===== src/rtl/pwm_capture_pkg.sv =====
// Shared types and default widths for the PWM input capture block.
package pwm_capture_pkg;

    localparam int PWMCOUNT_WIDTH = 16;
    localparam int DIVCLK_WIDTH   = 5;
    localparam int INTCOUNT_WIDTH = 3;
    localparam int SYNC_STAGES_DEF = 2;

    typedef enum logic {PWM_OFF = 1'b0, PWM_ON = 1'b1} _pwm_onoff;
    typedef enum logic {INT_OFF = 1'b0, INT_ON = 1'b1} _int_onoff;
    typedef enum logic {CLKDIV_OFF = 1'b0, CLKDIV_ON = 1'b1} _clkdiv_onoff;

    typedef enum logic [1:0] {
        CAP_IDLE = 2'd0,
        CAP_ARM  = 2'd1,
        CAP_HIGH = 2'd2,
        CAP_LOW  = 2'd3
    } _cap_state;

endpackage


===== src/rtl/pwm_cap_sync.sv =====
// Synchronizes the asynchronous PWM input and produces registered single-clk
// rise/fall strobes.
module pwm_cap_sync #(
    parameter int SYNC_STAGES = 2
) (
    input  logic clk,
    input  logic rst,
    input  logic pwm_in,
    output logic rise,
    output logic fall
);

    logic [SYNC_STAGES-1:0] sync_q;
    logic                   last_q;
    logic                   level;

    assign level = sync_q[SYNC_STAGES-1];

    always_ff @(posedge clk or posedge rst) begin
        if (rst) begin
            sync_q <= '0;
            last_q <= 1'b0;
            rise   <= 1'b0;
            fall   <= 1'b0;
        end else begin
            sync_q <= {sync_q[SYNC_STAGES-2:0], pwm_in};
            last_q <= level;
            rise   <= level & ~last_q;
            fall   <= ~level & last_q;
        end
    end

endmodule


===== src/rtl/pwm_capture.sv =====
// PWM input capture: measures period and high time of pwm_in in prescaled ticks
// and publishes each completed measurement with a valid strobe and decimated irq.
//
// state    | meaning
// CAP_IDLE | capture disabled, counters held at zero
// CAP_ARM  | waiting for a first rise to start a clean measurement
// CAP_HIGH | input high, counting high time
// CAP_LOW  | input low, counting rest of period until next rise
module pwm_capture
    import pwm_capture_pkg::*;
#(
    parameter int CNT_WIDTH   = PWMCOUNT_WIDTH,
    parameter int DIV_WIDTH   = DIVCLK_WIDTH,
    parameter int INT_WIDTH   = INTCOUNT_WIDTH,
    parameter int SYNC_STAGES = SYNC_STAGES_DEF
) (
    input  logic                 clk,
    input  logic                 rst,
    input  _pwm_onoff            enable,
    input  _clkdiv_onoff         clkdiv_en,
    input  logic [DIV_WIDTH-1:0] clkdiv,
    input  _int_onoff            int_en,
    input  logic [INT_WIDTH-1:0] int_period,
    input  logic                 pwm_in,
    output logic [CNT_WIDTH-1:0] period_o,
    output logic [CNT_WIDTH-1:0] high_o,
    output logic                 valid_o,
    output logic                 overflow_o,
    output logic                 int_o
);

    localparam logic [CNT_WIDTH-1:0] CNT_ONE = CNT_WIDTH'(1);
    localparam logic [DIV_WIDTH-1:0] DIV_ONE = DIV_WIDTH'(1);
    localparam logic [INT_WIDTH-1:0] INT_ONE = INT_WIDTH'(1);

    _cap_state            state, state_nxt;
    logic                 rise, fall;
    logic [DIV_WIDTH-1:0] presc;
    logic                 tick;
    logic [CNT_WIDTH-1:0] cnt;
    logic [CNT_WIDTH-1:0] cap_val;
    logic [CNT_WIDTH-1:0] high_cap;
    logic [INT_WIDTH-1:0] dec;
    logic                 ovf_tick;
    logic                 run;
    logic                 cnt_clr;
    logic                 cap_high;
    logic                 cap_period;
    logic                 set_ovf;
    logic                 active;

    pwm_cap_sync #(
        .SYNC_STAGES (SYNC_STAGES)
    ) u_sync (
        .clk    (clk),
        .rst    (rst),
        .pwm_in (pwm_in),
        .rise   (rise),
        .fall   (fall)
    );

    assign active   = (enable == PWM_ON) && (state != CAP_IDLE);
    assign tick     = (clkdiv_en == CLKDIV_OFF) || (presc == clkdiv);
    assign ovf_tick = tick && (cnt == '1);
    // The event cycle itself is counted; saturate so an event on the overflow tick reads all-ones.
    assign cap_val  = (cnt == '1) ? cnt : cnt + (tick ? CNT_ONE : '0);

    always_ff @(posedge clk or posedge rst) begin
        if (rst) begin
            state <= CAP_IDLE;
        end else begin
            state <= state_nxt;
        end
    end

    always_comb begin
        state_nxt = state;
        if (enable == PWM_OFF) begin
            state_nxt = CAP_IDLE;
        end else begin
            unique case (state)
                CAP_IDLE: state_nxt = CAP_ARM;
                CAP_ARM:  if (rise) state_nxt = CAP_HIGH;
                CAP_HIGH: begin
                    if (fall)          state_nxt = CAP_LOW;
                    else if (ovf_tick) state_nxt = CAP_ARM;
                end
                CAP_LOW: begin
                    if (rise)          state_nxt = CAP_HIGH;
                    else if (ovf_tick) state_nxt = CAP_ARM;
                end
                default: state_nxt = CAP_IDLE;
            endcase
        end
    end

    always_comb begin
        run        = 1'b0;
        cnt_clr    = 1'b0;
        cap_high   = 1'b0;
        cap_period = 1'b0;
        set_ovf    = 1'b0;
        if (enable == PWM_ON) begin
            unique case (state)
                CAP_IDLE: ;
                CAP_ARM:  cnt_clr = rise;
                CAP_HIGH: begin
                    run = 1'b1;
                    if (fall)          cap_high = 1'b1;
                    else if (ovf_tick) set_ovf  = 1'b1;
                end
                CAP_LOW: begin
                    run = 1'b1;
                    if (rise) begin
                        cap_period = 1'b1;
                        cnt_clr    = 1'b1;
                    end else if (ovf_tick) begin
                        set_ovf = 1'b1;
                    end
                end
                default: ;
            endcase
        end
    end

    // Prescaler restarts on every rise so each measurement starts phase-aligned.
    always_ff @(posedge clk or posedge rst) begin
        if (rst) begin
            presc <= '0;
        end else if (!active || clkdiv_en == CLKDIV_OFF || rise || presc == clkdiv) begin
            presc <= '0;
        end else begin
            presc <= presc + DIV_ONE;
        end
    end

    always_ff @(posedge clk or posedge rst) begin
        if (rst) begin
            cnt <= '0;
        end else if (!run || cnt_clr || set_ovf) begin
            cnt <= '0;
        end else if (tick) begin
            cnt <= cnt + CNT_ONE;
        end
    end

    always_ff @(posedge clk or posedge rst) begin
        if (rst) begin
            high_cap   <= '0;
            period_o   <= '0;
            high_o     <= '0;
            overflow_o <= 1'b0;
            valid_o    <= 1'b0;
            int_o      <= 1'b0;
        end else begin
            valid_o <= cap_period;
            int_o   <= cap_period && (int_en == INT_ON) && (dec == int_period);
            if (cap_high) begin
                high_cap <= cap_val;
            end
            if (enable == PWM_OFF) begin
                overflow_o <= 1'b0;
            end else if (cap_period) begin
                period_o   <= cap_val;
                high_o     <= high_cap;
                overflow_o <= 1'b0;
            end else if (set_ovf) begin
                overflow_o <= 1'b1;
            end
        end
    end

    always_ff @(posedge clk or posedge rst) begin
        if (rst) begin
            dec <= '0;
        end else if (!active || int_en == INT_OFF) begin
            dec <= '0;
        end else if (cap_period) begin
            dec <= (dec == int_period) ? '0 : dec + INT_ONE;
        end
    end

endmodule


===== config.mk =====
export PLATFORM = sky130hd
export DESIGN_NAME = pwm_capture
export DESIGN_NICKNAME = d
export VERILOG_FILES = /design/src/rtl/pwm_capture_pkg.sv /design/src/rtl/pwm_cap_sync.sv /design/src/rtl/pwm_capture.sv
export SDC_FILE = /design/constraint.sdc
export NUM_CORES = 1
export LEC_CHECK = 0
export CORE_MARGIN = 8
export CORE_UTILIZATION = 35
export DETAILED_ROUTE_END_ITERATION = 8
export DONT_BUFFER_PORTS = 1
export SETUP_SLACK_MARGIN = 0.02
export SLEW_MARGIN = 40
export SYNTH_ARGS = -nofsm -noshare
export SYNTH_HDL_FRONTEND = slang
export SYNTH_HIERARCHICAL = 1
export SYNTH_SLANG_ARGS = --single-unit

===== constraint.sdc =====
create_clock -name clk -period 5.8 [get_ports clk]
set_input_delay 1.16 -clock clk [delete_from_list [all_inputs] [get_ports clk]]
set_output_delay 1.16 -clock clk [all_outputs]
set_load 0.01 [all_outputs]

# --- Yosys cells after proc, flatten, opt, wreduce, memory -nomap -nowiden ---
# Cells that the tools add are included.
word_totals:
  ff_bits: 82
  out_inout_bits: 35
  word_cells: 83
op_classes:
  addsub: 4
  eq_ne: 8
  n_mux: 32
  bitwise_logic: 6
  reduce_logical: 19
op_table:
  columns: ["operator", "count"]
  rows:
  - ["$mux W16", 3]
  - ["$mux W1", 17]
  - ["$add A16 B1 Y16", 1]
  - ["$add A16 B1 Y16 const B", 1]
  - ["$eq A16 B16 Y1 const B", 1]
  - ["$mux W2", 5]
  - ["$mux W3", 3]
  - ["$pmux W2 S4", 1]
  - ["$logic_or A1 B1 Y1", 7]
  - ["$reduce_bool A2 Y1", 3]
  - ["$add A5 B1 Y5 const B", 1]
  - ["$eq A5 B5 Y1", 1]
  - ["$mux W5", 1]
  - ["$eq A2 B2 Y1 const B", 2]
  - ["$logic_and A1 B1 Y1", 4]
  - ["$not A1 Y1", 4]
  - ["$pmux W1 S2", 2]
  - ["$add A3 B1 Y3 const B", 1]
  - ["$eq A3 B3 Y1", 1]
  - ["$ne A3 B1 Y1 const B", 1]
  - ["$ne A3 B2 Y1 const B", 1]
  - ["$and A1 B1 Y1", 2]
  - ["$eq A2 B1 Y1 const B", 1]
  - ["$logic_not A1 Y1", 2]
  - ["3 further kinds", 3]

# --- Depth between registers and ports, before layout ---
# Gate-level depths: netlist of the first run.
depth:
  depth_word: 10
  mapped_depth: 12
  mapped_depth_nobuf: 10

# --- By module ---
# Netlist of the first run, hierarchy kept.
modules_own_cells:
  columns: ["mod", "instances", "cells_each", "area_each_um2", "seq_area_each_um2"]
  rows:
  - ["pwm_capture", 1, 383, 3718.6, 1926.8]
  - ["pwm_cap_sync", 1, 8, 143.9, 125.1]

# --- Least setup slack after synthesis of the first run ---
# OpenSTA, ideal clock, no wires.
synth_timing:
  path_kind: "input to register"
  startpoint: "in clkdiv[0]"
  endpoint: "reg high_cap[15]"
  t_arrival_ps: 3168
  required_time_ps: 5665
  setup_slack_ps: 2497
  path_stages: 12
  path_buffers: 2
  path_cell_list: "xor2_1 > nor3_1 > a21boi_2 > buf_6 > buf_6 > inv_1 > ha_1 > and3_1 > nand3_1 > o31a_2 > nor3_1 > o21ai_0"
synth_via:
  elab_chain_len: 5
synth_rtl:
  columns: ["item", "line_no", "rtl"]
  rows:
  - ["start, declared", "pwm_capture.sv:21", "input logic [DIV_WIDTH-1:0] clkdiv,"]
  - ["$eq A5 B5 Y1", "pwm_capture.sv:63", "assign tick = (clkdiv_en == CLKDIV_OFF) || (presc == clkdiv);"]
  - ["$logic_or A1 B1 Y1", "pwm_capture.sv:63", null]
  - ["$mux W1", "pwm_capture.sv:66", "assign cap_val = (cnt == '1) ? cnt : cnt + (tick ? CNT_ONE : '0);"]
  - ["$add A16 B1 Y16", "pwm_capture.sv:66", null]
  - ["$mux W16", "pwm_capture.sv:66", null]
  - ["end signal, assigned", "pwm_capture.sv:159", "high_cap <= cap_val;"]
  - ["end, declared", "pwm_capture.sv:42", "logic [CNT_WIDTH-1:0] high_cap;"]
# Every way passes these cells.
# A chain may end at the register's enable or synchronous reset.

# --- Worst setup path after layout of the first run ---
layout_timing:
  startpoint: "in clkdiv[3]"
  endpoint: "reg period_o[15]"
layout_via:
  elab_chain_len: 5
layout_rtl:
  columns: ["item", "line_no", "rtl"]
  rows:
  - ["$eq A5 B5 Y1", "pwm_capture.sv:63", null]
  - ["$logic_or A1 B1 Y1", "pwm_capture.sv:63", null]
  - ["$mux W1", "pwm_capture.sv:66", null]
  - ["$add A16 B1 Y16", "pwm_capture.sv:66", null]
  - ["$mux W16", "pwm_capture.sv:66", null]
  - ["end signal, assigned", "pwm_capture.sv:164", "period_o <= cap_val;"]
  - ["end, declared", "pwm_capture.sv:25", "output logic [CNT_WIDTH-1:0] period_o,"]
# Every way passes these cells.

==> key figures, run 1 <==
Setup path
  – CP top delay family: simple AND/OR/NAND/NOR gates
  – Crit path kind: in2reg
  – Number of buffers and inverters on the critical path: 2
  – Launch point of the worst path: clkdiv[3]
  – CP startpoint kind: primary input
  – Peak per-stage delay on the critical path: 0.42 ns
  – WP data required: 6.02 ns
  – Crit-path max FO: 25
  – Critical path arrival: 3.25 ns
  – FF-to-FF setup slack: 3.09 ns
  – CP Cell Sequence: xor2_1 > nor3_1 > a21boi_2 > buf_4 > inv_1 > ha_1 > and3_1 > nand3_1 > o31a_2 > nor3_1 > o21ai_0
  – Critical-path top delay cell: o31a_2
  – CP dominant cell by count: nor3_1
  – Crit. End Element: flip-flop
  – Worst r2r src: cnt[1]

Yosys
  – Cells after Synth: 391
  – Simple-Gate Fraction of Synth Area: 0.210
  – Post-synth EDFFs: 0
  – Yosys warning count: 6
  – Complex-gate fraction of the synthesized area: 0.132
  – Largest family of logic cells by synthesized area: simple AND/OR/NAND/NOR gates
  – Seq/Total Area, Yosys: 0.531
  – Yosys reg bits: 82
  – Fraction of synthesized area in multiplexers: 0.0130
  – Syn_area_per_cell: 9.88 µm²
  – Area contributors post-synth: dfrtp_1, nand2_1, o21ai_0
  – Yosys top cell area share: 0.531
  – Async S/R FF share, synth: 1.00
  – Syn Nets: 410
  – Post-Synth XOR/XNOR Area: 0.0499
  – Yosys cell types: 50
  – Main synth FF type: dfrtp_1
  – Synth Area in Adders: 0.0162
  – Synth area leader: dfrtp_1
  – Synth Cell Area: 3860 µm²

Timing
  – Unrepaired setup endpoints after global routing: false
  – Max_slew headroom: 0.479
  – Final min period: 3.03 ns
  – Worst Tran Pin Value: 0.781 ns
  – Max-slew violation count: 0
  – Max Clock Freq: 0.331 GHz
  – Setup violators final: 0
  – Final hold vios: 0
  – Clock Skews: 0.00878 ns
  – Part of the cycle the worst path needs: 0.522
  – Setup tns final: 0 ns

Placement
  – Port Buffers: 0
  – Placed cell area: 3920 µm²
  – GPL Wtd Cong: 0.793
  – HPWL after DPL: 5.57 mm

Detailed routing
  – Iter 0 DRT Violations: 321
  – Total length of routed wires: 8.02 mm
  – First-pass detailed-route iteration total: 4
  – DR DRC count: 0
  – Vias per std cell: 5.14
  – Sum of routed wire segments on met1: 3.67 mm
  – Max layer used: met4
  – Drt wl/cell: 15.2 µm
  – Via count: 2718
  – DR WL met2: 3.64 mm
  – Post-route ant nets: 0
  – WL met3: 528 µm

Min path
  – Worst hold path type: reg2reg
  – Hold path startpoint: u_sync/sync_q[0]

Floorplan
  – Cell Rows: 38
  – DIE AREA: 14700 µm²
  – Initial Util: 0.358
  – I/O pin cnt: 49
  – Height of the die: 121 µm
  – Die W: 121 µm
  – Core area: 10800 µm²

Global route
  – Initial antenna violation count: 0
  – Vias in the first global route: 2628
  – GRT Residual Overflow: 0
  – Global-route wire length before repair: 13.7 mm
  – Overall Global Routing Usage: 0.117
  – Largest net degree at the start of global routing: 78

Clock tree
  – Setup Buffers After CTS: 0
  – CTS Hold Buffers Added: 0
  – Post_cts resized: 0
  – Root Driver: clkbuf_8
  – H-tree Lvls: 3
  – TritonCTS buffer count: 9
  – CTS clk-pin slew, worst paths: 0.08 ns
  – CTS tree: done
  – Clock tree buffer depth: 2
  – Clk sinks: 82
  – Insertion delay to the later sink of the worst-skew pair: 0.35 ns

Power and ir drop
  – Max VDD drop: 0.000124 V
  – Leakage power: 0.00180 µW
  – Cell Pwr Density: 252 nW/µm²

Status
  – Outcome: completed

Layout
  – Final instance area: 4130 µm²
  – Most frequent cells in the layout: nand2_1, dfrtp_1, o21ai_0, nor2_1, nand3_1
  – Commonest non-fill, non-tap cell in the layout: nand2_1
  – Fraction of layout cells with a size suffix above 1: 0.0848
  – Layout Nets: 403
  – Final core utilization: 0.383
  – Diodes inserted: 0
  – Syn-to-layout area delta: 7.00%

Run
  – Max Cap Viol: 0
metal layers:
| layer | GRT usage | up-vias |
|---|---|---|
| met5 | 0 | - |
| met4 | 0.0632 | 0 |
| met3 | 0.0372 | 12 |
| met2 | 0.173 | 45 |
| met1 | 0.149 | 1305 |
| li1 | - | 1356 |
area by class of cell:
| cell class | count | area, µm² |
|---|---|---|
| Tap cell | 140 | 175 |
| Clock buffer | 11 | 151 |
| Inverter | 7 | 26.3 |
| Clock inverter | 5 | 52.6 |
| Multi-Input combinational cell | 279 | 1630 |
| Timing Repair Buffer | 5 | 41.3 |
| Sequential cell | 82 | 2050 |
| Fill cell | 1064 | 6660 |
cell usage after synthesis (2+ instances only):
| master | number |
|---|---|
| nand2_1 | 90 |
| dfrtp_1 | 82 |
| o21ai_0 | 45 |
| nand3_1 | 14 |
| nor2_1 | 14 |
| a221oi_1 | 13 |
| xor2_1 | 13 |
| nor3_1 | 12 |
| clkbuf_1 | 10 |
| xnor2_1 | 9 |
| or3_1 | 8 |
| inv_1 | 6 |
| nand4_1 | 6 |
| buf_6 | 5 |
| ha_1 | 5 |
| mux2i_1 | 5 |
| or4_1 | 5 |
| and3_1 | 4 |
| nor3b_1 | 4 |
| o31ai_1 | 4 |
| a211oi_1 | 3 |
| a21oi_1 | 3 |
| buf_2 | 2 |
| buf_4 | 2 |
| nor2b_1 | 2 |
metrics by stage:
step	hold slack (ns)	std cells	setup slack [ns]	total power (µW)
global placement	0.341	511	2.38	630
global route	0.376	529	2.52	1090
CTS	0.372	529	2.77	1060
finish	0.363	529	2.77	1040
detailed placement	0.345	513	2.39	631
floorplan	0.331	391	2.50	624
power breakdown:
| part | switching, µW | internal, µW |
|---|---|---|
| Clock | 201 | 220 |
| Combinational | 26.9 | 9.07 |
| Sequential | 5.72 | 577 |
| Total | 234 | 806 |
state kept, by name, indices dropped and copies added, names as in the netlist:
| register | flops |
|---|---|
| cnt | 16 |
| high_cap | 16 |
| high_o | 16 |
| period_o | 16 |
| presc | 5 |
| dec | 3 |
| state | 2 |
| u_sync/sync_q | 2 |
| int_o | 1 |
| overflow_o | 1 |
| u_sync/fall | 1 |
| u_sync/last_q | 1 |
| u_sync/rise | 1 |
| valid_o | 1 |
final timing paths:
kind | endpoint | depth (start not counted)
hold / removal | u_sync/sync_q[1] | 0
min in group asynchronous | u_sync/sync_q[0] | 1
setup reg to reg | cnt[7] | 5
setup / recovery | period_o[15] | 11
hold reg to reg | u_sync/sync_q[1] | 0
max in group asynchronous | cnt[11] | 2
cell families (layout without fill, tap and decap cells):
| family | Yosys count | after routing |
|---|---|---|
| mux | 5 | 5 |
| flops | 82 | 82 |
| buf+inv | 30 | 28 |
| xor+xnor | 22 | 22 |
| simple gates | 169 | 169 |
| compound gates | 78 | 78 |
| fa+ha+maj | 5 | 5 |
Note: power is estimated with default switching activity, not from simulation.
==> inputs of run 2 (changes only) <==
Clock period 5.8 ns to 2.8 ns, I/O delays scaled along.
==> run 2 against run 1 <==
Net effect:
- clock power increased by 130%
- global-route usage up 0.57 points
- die area stayed put
- cell count increased by 1.3%
- register-to-register slack lost 2.7 ns
- design area increased by 1.5%
- clock-buffer cell count decreased by 1
- worst hold slack lost 0.13 ns
- utilization increased by 0.56 points
- sequential share of layout area is 0.71 points lower
- power increased by 120%
- critical path type is now reg2reg
- largest cell class unchanged
- largest power group unchanged
==> key figures, run 2 (same netlist as run 1, synthesis figures left out) <==
Floorplan
  – Height of the die: 121 µm (unchanged)
  – Die W: 121 µm (unchanged)
  – Core area: 10800 µm² (unchanged)
  – Initial Util: 0.358 (unchanged)
  – I/O pin cnt: 49 (unchanged)
  – Cell Rows: 38 (unchanged)
  – DIE AREA: 14700 µm² (unchanged)

Clock tree
  – TritonCTS buffer count: 9 (unchanged)
  – H-tree Lvls: 3 (unchanged)
  – Root Driver: clkbuf_8 (unchanged)
  – CTS tree: done (unchanged)
  – CTS clk-pin slew, worst paths: 0.09 ns (was 0.08 ns)
  – Clock tree buffer depth: 2 (unchanged)
  – Clk sinks: 82 (unchanged)
  – Insertion delay to the later sink of the worst-skew pair: 0.36 ns (was 0.35 ns)

Power and ir drop
  – Switching share of power: 0.230 (was 0.225)
  – Clk pwr share: 0.424 (was 0.405)
  – Cell Pwr Density: 534 nW/µm² (was 252 nW/µm²)
  – Reg power frac: 0.539 (was 0.560)
  – Total power: 2240 µW (was 1040 µW)
  – Comb pwr share: 0.037 (was 0.035)
  – Total net switching power: 515 µW (was 234 µW)
  – Max VDD drop: 0.000223 V (was 0.000124 V)
  – Leakage power: 0.00182 µW (was 0.00180 µW)
  – Internal Power: 1720 µW (was 806 µW)

Timing
  – Max-slew violation count: 0 (unchanged)
  – Max_slew headroom: 0.586 (was 0.479)
  – Worst Tran Pin Value: 0.620 ns (was 0.781 ns)
  – Setup tns final: 0 ns (unchanged)
  – Setup violators final: 0 (unchanged)
  – Final hold vios: 0 (unchanged)
  – Unrepaired setup endpoints after global routing: false (unchanged)
  – WHS: 0.230 ns (was 0.363 ns)
  – Final min period: 2.42 ns
  – Clock Skews: 0.0135 ns (was 0.00878 ns)
  – Part of the cycle the worst path needs: 0.866
  – Final setup margin: 0.375 ns (was 2.77 ns)
  – Max Clock Freq: 0.412 GHz

Setup path
  – Critical path arrival: 2.66 ns (was 3.25 ns)
  – Crit path kind: reg2reg (was in2reg)
  – Crit-path max FO: 7 (was 25)
  – Worst r2r src: presc[0] (was cnt[1])
  – Crit. End Element: flip-flop (unchanged)
  – Critical Path Sink: period_o[15] (unchanged)
  – Cells on worst reg2reg path: 10 (was 5)
  – FF-to-FF setup slack: 0.38 ns (was 3.09 ns)
  – Launch point of the worst path: presc[0] (was clkdiv[3])
  – WP data required: 3.03 ns (was 6.02 ns)
  – R2r endpoint: period_o[15] (was cnt[7])
  – CP startpoint kind: flip-flop (was primary input)

Placement
  – Placed cell area: 3960 µm² (was 3920 µm²)
  – HPWL after DPL: 5.89 mm (was 5.57 mm)
  – Port Buffers: 0 (unchanged)
  – GPL Wtd Cong: 0.815 (was 0.793)
  – Pre-CTS setup slack: 0.0988 ns (was 2.39 ns)

Global route
  – Initial antenna violation count: 0 (unchanged)
  – GR peak layer: met2 (unchanged)
  – Global-route wire length before repair: 14.3 mm (was 13.7 mm)
  – Overall Global Routing Usage: 0.123 (was 0.117)
  – Largest net degree at the start of global routing: 54 (was 78)
  – Vias in the first global route: 2798 (was 2628)
  – GRT Residual Overflow: 0 (unchanged)
  – GR Layer Usage met2: 0.188 (was 0.173)
  – Grt met3 use: 0.0470 (was 0.0372)
  – Grt met1 use: 0.152 (was 0.149)

Detailed routing
  – DR DRC count: 0 (unchanged)
  – Vias per std cell: 5.16 (was 5.14)
  – Drt wl/cell: 15.7 µm (was 15.2 µm)
  – Via count: 2766 (was 2718)
  – Post-route ant nets: 0 (unchanged)
  – Iter 0 DRT Violations: 241 (was 321)
  – First-pass detailed-route iteration total: 4 (unchanged)
  – Total length of routed wires: 8.42 mm (was 8.02 mm)

Status
  – Outcome: completed (unchanged)

Layout
  – Commonest non-fill, non-tap cell in the layout: nand2_1 (unchanged)
  – Diodes inserted: 0 (unchanged)
  – Most frequent cells in the layout: nand2_1, dfrtp_1, o21ai_0, nor2_1, nand3_1 (unchanged)
  – Layout Nets: 410 (was 403)
  – Fraction of layout cells with a size suffix above 1: 0.0985 (was 0.0848)
  – Final instance area: 4190 µm² (was 4130 µm²)
  – Syn-to-layout area delta: 8.55% (was 7.00%)

Min path
  – Worst hold path type: in2reg (was reg2reg)
  – Min-Delay Path Depth: 0 (unchanged)

Run
  – Max Cap Viol: 0 (unchanged)
-- run 2: how the worst min path moves through the flow --
stage               slack [ns]             start               end
global route              0.19            pwm_in  u_sync/sync_q[0]
global placement          0.34               rst          presc[0]
floorplan                 0.33  u_sync/sync_q[0]  u_sync/sync_q[1]
detailed placement        0.34               rst          presc[1]
CTS                       0.20            pwm_in  u_sync/sync_q[0]
finish                    0.23            pwm_in  u_sync/sync_q[0]
-- run 2: timing repair --
item,4_1_cts,5_1_grt
resized for setup,0,1
hold buffers,1,0
endpoints found under the hold margin,10,0
setup endpoints to repair,0,7
buffers inserted,0,0
-- run 2: layer usage --
layer,vias to the layer above,wire [µm]
li1,1367,-
met3,5,631
met5,-,0
met2,72,3930
met1,1322,3750
met4,0,106
-- run 2: area by class of cell --
cell class	instances	area, µm²
clock buffers	10	128
fillers	1041	6600
well taps	140	175
multi-input cells	279	1630
repair buffers	12	90.1
inverters	7	26.3
clock inverters	6	91.3
flip-flops and latches	82	2050
-- run 2: critical path, stage by stage (launching register included) --
cell and delay (ns):
dfrtp_1 0.42, xor2_1 0.19, nor3_2 0.24, a21boi_2 0.09, inv_1 0.07, ha_1 0.15, and3_1 0.19, nand3_1 0.22
o31a_2 0.41, nor3_1 0.24, o21ai_0 0.10
-- run 2: power by group through the flow --
stage,clock network (µW),registers (µW),logic [µW]
CTS,977,1210,83.9
finish,949,1210,82.1
global placement,0,1230,80.9
detailed placement,0,1230,82.5
floorplan,0,1230,65.0
global route,1040,1210,95.1
-- run 2: through the flow --
| step | utilization | cells |
|---|---|---|
| 6_report | 0.388 | 536 |
| 5_1_grt | 0.388 | 536 |
| 4_1_cts | 0.388 | 536 |
| 3_5_place_dp | 0.367 | 519 |
| 3_3_place_gp | 0.366 | 518 |
| 2_1_floorplan | - | 391 |
==> inputs of run 3 (changes only) <==
Settings changed: ABC_AREA set to 1, CORE_UTILIZATION 35 to 63, PLACE_DENSITY set to 0.79.
==> run 3 against run 2 <==
Net effect:
- non-clock buffer count down 7
- clock skew down 0.0068 ns
- largest cell class unchanged
- largest power group unchanged
- flip-flop and latch count unchanged
==> key figures, run 3 <==
Status
  – Outcome: completed (unchanged)

Floorplan
  – Cell Rows: 29 (was 38)
  – Core area: 6310 µm² (was 10800 µm²)
  – Die W: 96.4 µm (was 121 µm)
  – Height of the die: 96.4 µm (was 121 µm)
  – I/O pin cnt: 49 (unchanged)
  – Initial Util: 0.645 (was 0.358)
  – DIE AREA: 9290 µm² (was 14700 µm²)

Clock tree
  – TritonCTS buffer count: 9 (unchanged)
  – CTS tree: done (unchanged)
  – CTS clk-pin slew, worst paths: 0.08 ns (was 0.09 ns)
  – Clk sinks: 82 (unchanged)
  – Root Driver: clkbuf_8 (unchanged)
  – Clock tree buffer depth: 2 (unchanged)
  – Insertion delay to the later sink of the worst-skew pair: 0.35 ns (was 0.36 ns)
  – Setup Buffers After CTS: 0 (unchanged)
  – H-tree Lvls: 3 (unchanged)

Yosys
  – Yosys reg bits: 82 (unchanged)
  – Top cells by count, synth: nand2_1, dfrtp_1, inv_1 (was nand2_1, dfrtp_1, o21ai_0)
  – Yosys cell types: 31 (was 50)
  – Yosys warning count: 6 (unchanged)
  – Area contributors post-synth: dfrtp_1, nand2_1, inv_1 (was dfrtp_1, nand2_1, o21ai_0)
  – Synth Cell Area: 4070 µm² (was 3860 µm²)
  – Main synth FF type: dfrtp_1 (unchanged)
  – Yosys top cell area share: 0.504 (was 0.531)
  – Synth area leader: dfrtp_1 (unchanged)
  – Cells after Synth: 522 (was 391)
  – Syn Nets: 541 (was 410)
  – Cell with the most instances after synthesis: nand2_1 (unchanged)
  – Async S/R FF share, synth: 1.00 (unchanged)
  – Syn_area_per_cell: 7.80 µm² (was 9.88 µm²)
  – Seq/Total Area, Yosys: 0.504 (was 0.531)
  – Post-synth EDFFs: 0 (unchanged)

Layout
  – Syn-to-layout area delta: 6.58% (was 8.55%)
  – Most frequent cells in the layout: nand2_1, dfrtp_1, inv_1, nor2_1, o21ai_0 (was nand2_1, dfrtp_1, o21ai_0, nor2_1, nand3_1)
  – Layout Nets: 544 (was 410)
  – Commonest non-fill, non-tap cell in the layout: nand2_1 (unchanged)
  – Diodes inserted: 0 (unchanged)
  – Fraction of layout cells with a size suffix above 1: 0.0717 (was 0.0985)
  – Final non-filler cell total: 607 (was 536)

Power and ir drop
  – Max VDD drop: 0.000530 V (was 0.000223 V)
  – Cell Pwr Density: 613 nW/µm² (was 534 nW/µm²)
  – Leakage power: 0.00215 µW (was 0.00182 µW)

Setup path
  – CP startpoint kind: flip-flop (unchanged)
  – WP data required: 3.09 ns (was 3.03 ns)
  – Crit path kind: reg2reg (unchanged)
  – Cells on worst reg2reg path: 15 (was 10)
  – FF-to-FF setup slack: 0.57 ns (was 0.38 ns)
  – Crit-path max FO: 5 (was 7)
  – Crit. End Element: flip-flop (unchanged)
  – Launch point of the worst path: presc[0] (unchanged)
  – Worst r2r src: presc[0] (unchanged)
  – Critical path arrival: 2.52 ns (was 2.66 ns)
  – R2r endpoint: period_o[14] (was period_o[15])

Detailed routing
  – DR DRC count: 0 (unchanged)
  – Drt wl/cell: 15.2 µm (was 15.7 µm)
  – Via count: 3301 (was 2766)
  – Iter 0 DRT Violations: 173 (was 241)
  – Vias per std cell: 5.44 (was 5.16)
  – First-pass detailed-route iteration total: 4 (unchanged)
  – Total length of routed wires: 9.24 mm (was 8.42 mm)
  – Post-route ant nets: 0 (unchanged)

Placement
  – Port Buffers: 0 (unchanged)
  – Dpl cells: 590 (was 519)
  – HPWL after DPL: 6.71 mm (was 5.89 mm)
  – GPL Wtd Cong: 1.01 (was 0.815)

Global route
  – GRT Residual Overflow: 0 (unchanged)
  – Vias in the first global route: 3226 (was 2798)
  – Overall Global Routing Usage: 0.218 (was 0.123)
  – Global-route wire length before repair: 15.5 mm (was 14.3 mm)
  – Initial antenna violation count: 0 (unchanged)
  – Largest net degree at the start of global routing: 47 (was 54)

Min path
  – Worst hold path type: in2async (was in2reg)

Timing
  – Setup tns final: 0 ns (unchanged)
  – Setup violators final: 0 (unchanged)
  – Part of the cycle the worst path needs: 0.797 (was 0.866)
  – Final min period: 2.23 ns (was 2.42 ns)
  – Max Clock Freq: 0.448 GHz (was 0.412 GHz)
  – Worst Tran Pin Value: 0.651 ns (was 0.620 ns)
  – Unrepaired setup endpoints after global routing: false (unchanged)
  – Max_slew headroom: 0.566 (was 0.586)
  – Clock Skews: 0.00674 ns (was 0.0135 ns)
  – Max-slew violation count: 0 (unchanged)
  – Final hold vios: 0 (unchanged)

Run
  – Max Cap Viol: 0 (unchanged)
run 3: through the flow:
stage	area (µm²)	hold slack (ns)	utilization	worst slack (ns)	power (µW)
detailed placement	4130	0.347	0.654	0.485	1840
finish	4340	0.136	0.687	0.567	2660
global placement	4130	0.345	0.654	0.545	1820
floorplan	4070	0.331	-	0.273	1750
CTS	4340	0.215	0.687	0.574	2680
global route	4340	0.170	0.687	0.344	2800
run 3: critical path, cell delays in order (launching register included):
cell	delay (ns)
dfrtp_1	0.43
nor2_1	0.12
nor2_1	0.05
nor2_1	0.09
nand3_1	0.12
nand2_4	0.09
ha_1	0.20
ha_1	0.20
inv_1	0.09
nor2_1	0.19
inv_1	0.09
nor2_1	0.18
nand3_1	0.09
nand3_1	0.11
nand2_1	0.06
nand2_1	0.06
run 3: cell type report:
cell class              count  area [µm²]
inverters                  62         239
flip-flops and latches     82        2050
repair buffers              5        52.6
multi-input cells         365        1700
clock inverters             6        67.6
clock buffers              10         128
fillers                   537        1980
well taps                  77        96.3
run 3: per-layer routing:
layer	share of wire	vias to the layer above	track usage
met5	0	-	0
met4	0.020	0	0.0958
met3	0.075	15	0.0502
met2	0.47	93	0.346
met1	0.43	1547	0.280
li1	-	1646	-
run 3: power by group:
part	switching (µW)	total [µW]	leakage, µW	internal [µW]
logic	200	304	0.000963	104
clock network	430	843	0.0000925	414
registers	146	1510	0.00110	1360
total	775	2660	0.00215	1880
run 3: worst max path at each step:
stage                              end
final                     period_o[14]
after global routing      high_cap[12]
after global placement    high_cap[14]
after detailed placement  high_cap[12]
after floorplan                 cnt[0]
after CTS                 high_cap[12]
run 3: cells by family after synthesis:
kind of cell | count (synthesis) | share of synthesized area
AOI/OAI and AO/OA | 53 | 0.0679
adders and majority gates | 5 | 0.0154
buffers and inverters | 75 | 0.0775
xor gates and xnor gates | 12 | 0.0258
DFF | 82 | 0.504
and+or+nand+nor | 295 | 0.309
run 3: timing repair:
item	in CTS	in global routing
hold buffers	1	0
gates resized for setup	0	0
endpoints found under the setup margin	0	0
endpoints found under the hold margin	5	0
